===== src/rtl/writeback_stage_if.sv =====
// writeback_stage_if: issue, ALU, load and regfile-write signals of the writeback stage.
// WB_BYPASS_EN adds the forwarding outputs.
interface writeback_stage_if #(
    parameter int XLEN  = 32,
    parameter int IDX_W = 5,
    parameter int CNT_W = 32
);
    logic             issue_valid;
    logic [IDX_W-1:0] issue_rd;
    logic [IDX_W-1:0] issue_rs1;
    logic [IDX_W-1:0] issue_rs2;
    logic             issue_stall;
    logic             alu_valid;
    logic [IDX_W-1:0] alu_rd;
    logic [XLEN-1:0]  alu_data;
    logic             alu_ready;
    logic             ld_valid;
    logic [IDX_W-1:0] ld_rd;
    logic [XLEN-1:0]  ld_data;
    logic             ld_ready;
    logic             wb_enable;
    logic [IDX_W-1:0] wb_idx;
    logic [XLEN-1:0]  wb_data;
    logic [CNT_W-1:0] wb_count;
`ifdef WB_BYPASS_EN
    logic             fwd1_hit;
    logic             fwd2_hit;
    logic [XLEN-1:0]  fwd1_data;
    logic [XLEN-1:0]  fwd2_data;
    modport master (
        output issue_valid, issue_rd, issue_rs1, issue_rs2,
        output alu_valid, alu_rd, alu_data, ld_valid, ld_rd, ld_data,
        input  issue_stall, alu_ready, ld_ready, wb_enable, wb_idx, wb_data, wb_count,
        input  fwd1_hit, fwd2_hit, fwd1_data, fwd2_data
    );
    modport slave (
        input  issue_valid, issue_rd, issue_rs1, issue_rs2,
        input  alu_valid, alu_rd, alu_data, ld_valid, ld_rd, ld_data,
        output issue_stall, alu_ready, ld_ready, wb_enable, wb_idx, wb_data, wb_count,
        output fwd1_hit, fwd2_hit, fwd1_data, fwd2_data
    );
`else
    modport master (
        output issue_valid, issue_rd, issue_rs1, issue_rs2,
        output alu_valid, alu_rd, alu_data, ld_valid, ld_rd, ld_data,
        input  issue_stall, alu_ready, ld_ready, wb_enable, wb_idx, wb_data, wb_count
    );
    modport slave (
        input  issue_valid, issue_rd, issue_rs1, issue_rs2,
        input  alu_valid, alu_rd, alu_data, ld_valid, ld_rd, ld_data,
        output issue_stall, alu_ready, ld_ready, wb_enable, wb_idx, wb_data, wb_count
    );
`endif
endinterface


===== src/rtl/writeback_stage.sv =====
// writeback_stage: load-first arbitration onto the regfile write port, pending-write scoreboard, retire counter.
// Define WB_BYPASS_EN to let a dependent instruction issue in the writeback cycle via forwarding.
module writeback_stage #(
    parameter int XLEN  = 32,
    parameter int IDX_W = 5,
    parameter int CNT_W = 32
) (
    input logic clk,
    input logic rst,
    writeback_stage_if.slave bus
);
    localparam int NREG = 1 << IDX_W;
    logic [NREG-1:0]  pending_q, pending_d, clr_mask, set_mask, eff_pend;
    logic             wb_enable_q, wb_enable_d;
    logic [IDX_W-1:0] wb_idx_q, wb_idx_d;
    logic [XLEN-1:0]  wb_data_q, wb_data_d;
    logic [CNT_W-1:0] wb_count_q, wb_count_d;
    logic             alu_fire, stall, issue_fire;
    always_comb begin
        alu_fire = bus.alu_valid && !bus.ld_valid;
        clr_mask = wb_enable_q ? NREG'(1) << wb_idx_q : '0;
`ifdef WB_BYPASS_EN
        eff_pend = pending_q & ~clr_mask;
`else
        eff_pend = pending_q;
`endif
        // bit 0 of pending is never set, so x0 operands need no explicit check
        stall = bus.issue_valid && (eff_pend[bus.issue_rs1] || eff_pend[bus.issue_rs2] || eff_pend[bus.issue_rd]);
        issue_fire = bus.issue_valid && !stall;
        set_mask = issue_fire ? NREG'(1) << bus.issue_rd : '0;
        pending_d = ((pending_q & ~clr_mask) | set_mask) & ~NREG'(1);
        wb_enable_d = bus.ld_valid ? bus.ld_rd != '0 : alu_fire && bus.alu_rd != '0;
        wb_idx_d = bus.ld_valid ? bus.ld_rd : alu_fire ? bus.alu_rd : wb_idx_q;
        wb_data_d = bus.ld_valid ? bus.ld_data : alu_fire ? bus.alu_data : wb_data_q;
        wb_count_d = wb_count_q + CNT_W'(wb_enable_q);
    end
    always_ff @(posedge clk) begin
        if (rst) begin
            pending_q   <= '0;
            wb_enable_q <= 1'b0;
            wb_idx_q    <= '0;
            wb_data_q   <= '0;
            wb_count_q  <= '0;
        end else begin
            pending_q   <= pending_d;
            wb_enable_q <= wb_enable_d;
            wb_idx_q    <= wb_idx_d;
            wb_data_q   <= wb_data_d;
            wb_count_q  <= wb_count_d;
        end
    end
    assign bus.ld_ready    = 1'b1;
    assign bus.alu_ready   = !bus.ld_valid;
    assign bus.issue_stall = stall;
    assign bus.wb_enable   = wb_enable_q;
    assign bus.wb_idx      = wb_idx_q;
    assign bus.wb_data     = wb_data_q;
    assign bus.wb_count    = wb_count_q;
`ifdef WB_BYPASS_EN
    assign bus.fwd1_hit  = wb_enable_q && wb_idx_q == bus.issue_rs1 && bus.issue_rs1 != '0;
    assign bus.fwd2_hit  = wb_enable_q && wb_idx_q == bus.issue_rs2 && bus.issue_rs2 != '0;
    assign bus.fwd1_data = wb_data_q;
    assign bus.fwd2_data = wb_data_q;
`endif
endmodule

===== src/flat_wrapper.sv =====
// flat-port wrapper written by rule: the top's interface ports become plain ports
module writeback_stage_flat 
#(
    parameter int XLEN  = 32,
    parameter int IDX_W = 5,
    parameter int CNT_W = 32
)
  (clk, rst, bus_issue_valid, bus_issue_rd, bus_issue_rs1, bus_issue_rs2, bus_alu_valid, bus_alu_rd, bus_alu_data, bus_ld_valid, bus_ld_rd, bus_ld_data, bus_issue_stall, bus_alu_ready, bus_ld_ready, bus_wb_enable, bus_wb_idx, bus_wb_data, bus_wb_count);
  writeback_stage_if #(.XLEN(XLEN), .IDX_W(IDX_W), .CNT_W(CNT_W)) bus_i ();
  input logic clk;
  input logic rst;
  input wire logic [$bits(bus_i.issue_valid)-1:0] bus_issue_valid;
  input wire logic [$bits(bus_i.issue_rd)-1:0] bus_issue_rd;
  input wire logic [$bits(bus_i.issue_rs1)-1:0] bus_issue_rs1;
  input wire logic [$bits(bus_i.issue_rs2)-1:0] bus_issue_rs2;
  input wire logic [$bits(bus_i.alu_valid)-1:0] bus_alu_valid;
  input wire logic [$bits(bus_i.alu_rd)-1:0] bus_alu_rd;
  input wire logic [$bits(bus_i.alu_data)-1:0] bus_alu_data;
  input wire logic [$bits(bus_i.ld_valid)-1:0] bus_ld_valid;
  input wire logic [$bits(bus_i.ld_rd)-1:0] bus_ld_rd;
  input wire logic [$bits(bus_i.ld_data)-1:0] bus_ld_data;
  output wire logic [$bits(bus_i.issue_stall)-1:0] bus_issue_stall;
  output wire logic [$bits(bus_i.alu_ready)-1:0] bus_alu_ready;
  output wire logic [$bits(bus_i.ld_ready)-1:0] bus_ld_ready;
  output wire logic [$bits(bus_i.wb_enable)-1:0] bus_wb_enable;
  output wire logic [$bits(bus_i.wb_idx)-1:0] bus_wb_idx;
  output wire logic [$bits(bus_i.wb_data)-1:0] bus_wb_data;
  output wire logic [$bits(bus_i.wb_count)-1:0] bus_wb_count;
  assign bus_i.issue_valid = bus_issue_valid;
  assign bus_i.issue_rd = bus_issue_rd;
  assign bus_i.issue_rs1 = bus_issue_rs1;
  assign bus_i.issue_rs2 = bus_issue_rs2;
  assign bus_i.alu_valid = bus_alu_valid;
  assign bus_i.alu_rd = bus_alu_rd;
  assign bus_i.alu_data = bus_alu_data;
  assign bus_i.ld_valid = bus_ld_valid;
  assign bus_i.ld_rd = bus_ld_rd;
  assign bus_i.ld_data = bus_ld_data;
  assign bus_issue_stall = bus_i.issue_stall;
  assign bus_alu_ready = bus_i.alu_ready;
  assign bus_ld_ready = bus_i.ld_ready;
  assign bus_wb_enable = bus_i.wb_enable;
  assign bus_wb_idx = bus_i.wb_idx;
  assign bus_wb_data = bus_i.wb_data;
  assign bus_wb_count = bus_i.wb_count;
  writeback_stage #(.XLEN(XLEN), .IDX_W(IDX_W), .CNT_W(CNT_W)) u_core (.clk(clk), .rst(rst), .bus(bus_i));
endmodule

===== config.mk =====
export PLATFORM = sky130hd
export DESIGN_NAME = writeback_stage_flat
export DESIGN_NICKNAME = d
export VERILOG_FILES = /design/src/rtl/writeback_stage_if.sv /design/src/rtl/writeback_stage.sv /design/src/flat_wrapper.sv
export SDC_FILE = /design/constraint.sdc
export NUM_CORES = 1
export LEC_CHECK = 0
export CORE_MARGIN = 3
export CORE_UTILIZATION = 45
export DETAILED_ROUTE_END_ITERATION = 12
export MAX_ROUTING_LAYER = met4
export PLACE_DENSITY = 0.78
export SLEW_MARGIN = 20
export SYNTH_ARGS = -nofsm -noshare
export SYNTH_HDL_FRONTEND = slang
export SYNTH_SLANG_ARGS = --single-unit

===== constraint.sdc =====
create_clock -name clk -period 8.45 [get_ports clk]
set_input_delay 1.69 -clock clk [delete_from_list [all_inputs] [get_ports clk]]
set_output_delay 1.69 -clock clk [all_outputs]
set_load 0.02 [all_outputs]

==> flow_results.org <==
** Cells and area
- Most frequent standard cell in the layout excluding fill and tap cells :: sky130_fd_sc_hd__clkdlybuf4s50_1
- Number of filler cells placed in the layout :: 926
- After routing the design area is 7260 µm².
- Nets :: 823
- 0 antenna diodes ended up in the layout.
- The library cells used most frequently in the layout, excluding fill and tap cells, are sky130_fd_sc_hd__clkdlybuf4s50_1 (162), sky130_fd_sc_hd__nor2_1 (106), sky130_fd_sc_hd__dfxtp_1 (101), sky130_fd_sc_hd__mux2i_1 (47), sky130_fd_sc_hd__a21oi_1 (44).
- Fraction of layout instances using a drive strength above 1 :: 6.83%
- Area growth, synth to finish :: 38.0%

** Floorplanning
- Die Span Y :: 114 µm
- Core region area :: 11100 µm²
- For this configuration, the core starts out at a cell density of 47.3%.
- Full die area :: 13000 µm²
- The die is 114 µm wide.
- Row generation in the floorplan step produced 38 rows.
- Pin placement for this block handled 167 I/O pins.

** Synth
- For this run, the leading register cell type out of synthesis is sky130_fd_sc_hd__dfxtp_1.
- Sequential element share of the synthesized area :: 38.4%
- Mapped Nets :: 686
- Number of cells produced by synthesis :: 590
- The cell area that synthesis handed to floorplanning was 5260 µm².
- The Yosys step of the flow raised 0 warnings.
- Post-synthesis register bit count :: 101
- The synthesized netlist contains 51 unique library cells.
- Counting flops with an async set or reset pin after synthesis yields a share of 0%.
- Averaged over all synthesized cells, the footprint is 8.91 µm².
- The synthesized design contains 0 enable-type register cells.

** Placement
- During placement, the flow inserted port buffers numbering 165.
- The congestion estimate from routability-driven global placement came to 1.02.
- Once placement finished, the instance area stood at 6910 µm².
- The wire-length estimate of the detail-placed layout is 11900 µm.

** Worst setup path
- Along the worst path, the maximum fanout reaches 32.
- Setup slack of the most critical reg-to-reg path :: 5.63 ns
- For the worst setup path, the data required time is 6.76 ns.
- The worst setup path is launched from an input port.
- Crit Path Class :: input port to output pin
- Arrival time of data at the critical path endpoint :: 5.29 ns
- Type of element capturing the critical path :: output pin

** Power
- Power spread over the standard cell area amounts to 158 nW/µm².
- Static Leakage :: 2.68 nW
- The worst-case IR drop observed on VDD is 0.114 mV.

** GRT
- Total global routing track utilization :: 25.5%
- Pin count of the biggest net entering global routing :: 76
- Global Route met2 Usage :: 40.8%
- Wire length of the first global-routing pass :: 25900 µm
- In this run the most used layer during global routing was met2.
- The via count of the first global-routing pass came to 5107.
- For met3 alone, demand over resource in global routing was 6.61%.
- The number of antenna violations at the first check in global routing came to 0.
- For this run the aggregate overflow at the end of global routing stands at 0.
- Met1 track utilization from global routing :: 31.6%

** Routing
- In the routed layout, each cell is associated on average with a via count of 5.83.
- In the routed design, unresolved DRC markers number 0.
- In this run, the number of DRC markers left after iteration 0 of detailed routing was 389.
- The final layout contains routed wiring with a total length of 16100 µm.
- Antenna violation net count after detailed routing :: 0
- TritonRoute pass-1 iters :: 6
- Across all layers, the routed design uses 5087 vias.
- Dividing the detail-routed wire length by the instance count gives 18.5 µm.

** Clocking
- CTS built an H-tree with a depth of 3.
- Clk pin slew, worst setup/hold paths :: 0.07 ns
- The tree is rooted in a sky130_fd_sc_hd__clkbuf_16.
- TritonCTS built the clock tree.
- Post-CTS timing repair inserted 0 buffers for setup.
- Buffer depth of the longest clock path :: 2
- Hold repair after CTS inserted 0 buffers.
- Resized cells post-CTS :: 0
- Clock tree synthesis inserted a total of 9 buffers.
- Clock sink total :: 101
- Clock latency reported for the late side of the worst-skew pair :: 0.35 ns

** STA
- Fmax achieved :: 0.143 GHz
- RSZ-0062 raised after global routing :: false
- The count of endpoints failing hold in the final timing report came to 0.
- In this run the tightest slew margin relative to its limit is 25.2%.
- For the final routed database, the setup TNS stands at 0 ns.
- The number of slew-limit violations in the final report is 0.
- Setup violations remaining at the end of the flow were counted as 0.
- Final critical path time including I/O delays and setup :: 6.98 ns
- For the pin with the worst max-slew slack, the measured transition is 1.12 ns.
- The clock arrives with 0.00812 ns of skew.
- Share of the cycle needed by the critical path after routing :: 82.7%

** Job
- Max-capacitance violation count :: 0

** Min path
- The worst hold path belongs to the class register to register.

** Run status
- Status :: complete, no violations
==> per-stage QoR <==
stage          util, %  setup slack, ns  hold WS (ns)  std cells  power, mW
6_report          65.2             1.47         0.503        872       1.15
5_1_grt           65.2             1.28         0.538        872       1.19
2_1_floorplan        -             3.19         0.464        590      0.606
3_3_place_gp      62.1             1.55         0.480        856      0.690
4_1_cts           65.2             1.46         0.507        872       1.15
3_5_place_dp      62.1             1.49         0.487        856      0.694
==> layer usage <==
metal | vias to the layer above | share of wire [%]
met5 | - | 0
met1 | 2411 | 42
met4 | 0 | 2.7
met2 | 220 | 48
li1 | 2419 | -
met3 | 37 | 7.8
==> final timing paths <==
kind                                       from                                  to  depth (start not counted)
max                            bus_issue_rs2[1]                     bus_issue_stall                          8
min          u_core.bus.wb_count[31]$_SDFF_PP0_  u_core.bus.wb_count[31]$_SDFF_PP0_                          2
max reg2reg      u_core.eff_pend[31]$_SDFF_PP0_       u_core.eff_pend[7]$_SDFF_PP0_                          6
min reg2reg  u_core.bus.wb_count[31]$_SDFF_PP0_  u_core.bus.wb_count[31]$_SDFF_PP0_                          2
==> cells in the mapped netlist, types with 2 or more instances <==
cell type                    n  area share [%]
sky130_fd_sc_hd__and4_1      2            0.33
sky130_fd_sc_hd__o311ai_0    4            0.67
sky130_fd_sc_hd__nand4_1     6            0.71
sky130_fd_sc_hd__inv_1       5            0.36
sky130_fd_sc_hd__o41ai_1     2            0.33
sky130_fd_sc_hd__buf_2       2            0.19
sky130_fd_sc_hd__nor3_1      6            0.57
sky130_fd_sc_hd__ha_1        2            0.48
sky130_fd_sc_hd__nor2_1    106             7.6
sky130_fd_sc_hd__o21ai_0     3            0.29
sky130_fd_sc_hd__buf_1       5            0.36
sky130_fd_sc_hd__o31ai_1    24             3.4
sky130_fd_sc_hd__nand4b_1    3            0.50
sky130_fd_sc_hd__mux4_2     19             8.1
sky130_fd_sc_hd__buf_4       2            0.29
sky130_fd_sc_hd__nor2b_1     8            0.95
sky130_fd_sc_hd__nand3_1    38             3.6
sky130_fd_sc_hd__nor3b_1     4            0.57
sky130_fd_sc_hd__mux2_2      2            0.43
sky130_fd_sc_hd__nor4_1      3            0.36
sky130_fd_sc_hd__mux2i_1    47             8.9
sky130_fd_sc_hd__o41ai_2     5             1.5
sky130_fd_sc_hd__nand2b_1    5            0.59
sky130_fd_sc_hd__nand3b_1    2            0.29
sky130_fd_sc_hd__or2_1       2            0.24
sky130_fd_sc_hd__or3_1       3            0.36
sky130_fd_sc_hd__a311oi_1    2            0.33
sky130_fd_sc_hd__xor2_1     17             2.8
sky130_fd_sc_hd__xnor2_1    10             1.7
sky130_fd_sc_hd__dfxtp_1   101              38
sky130_fd_sc_hd__o21ai_1     5            0.48
sky130_fd_sc_hd__and3_1      8            0.95
sky130_fd_sc_hd__clkbuf_1   31             2.2
sky130_fd_sc_hd__o211ai_1   14             2.0
sky130_fd_sc_hd__a21oi_1    44             4.2
sky130_fd_sc_hd__nand2_1    33             2.4
==> sequential cells by signal (all words and copies together), names as in the netlist <==
register              cells
u_core.bus.wb_idx         5
u_core.bus.wb_data       32
u_core.bus.wb_enable      1
u_core.bus.wb_count      32
u_core.eff_pend          31
==> power by group <==
| group | switching [mW] | internal (mW) | total [mW] |
|---|---|---|---|
| Clock | 0.197 | 0.267 | 0.464 |
| Sequential | 0.0142 | 0.490 | 0.504 |
| Combinational | 0.0901 | 0.0907 | 0.181 |
==> critical path: stages <==
cell	delay [ns]
sky130_fd_sc_hd__clkdlybuf4s50_1	0.79
sky130_fd_sc_hd__mux4_2	0.57
sky130_fd_sc_hd__mux4_2	0.47
sky130_fd_sc_hd__nand2b_1	0.16
sky130_fd_sc_hd__o211ai_2	0.08
sky130_fd_sc_hd__nand3_2	0.57
sky130_fd_sc_hd__o21a_1	0.41
sky130_fd_sc_hd__clkdlybuf4s50_1	0.54
==> kinds of logic (layout without fill, tap and decap cells) <==
kind of cell	after synthesis	after routing	synth area share [%]
buffers and inverters	47	189	3.69
and+or+nand+nor	234	234	20.8
DFF	101	101	38.4
adders and majority gates	2	2	0.476
AOI/OAI and AO/OA	109	109	14.3
muxes	69	69	17.7
xor gates and xnor gates	27	27	4.50
other	1	1	0.0713
==> layout make-up <==
class / instances / area, µm² / share of cell area, %
Clock buffer: 9 / 225 / 3.10
Clock inverter: 7 / 118 / 1.62
Inverter: 6 / 22.5 / 0.310
Multi-Input combinational cell: 442 / 3040 / 41.9
Sequential cell: 101 / 2020 / 27.9
Tap cell: 140 / 175 / 2.41
Timing Repair Buffer: 167 / 1650 / 22.8
Note: power is estimated with default switching activity, not from simulation.
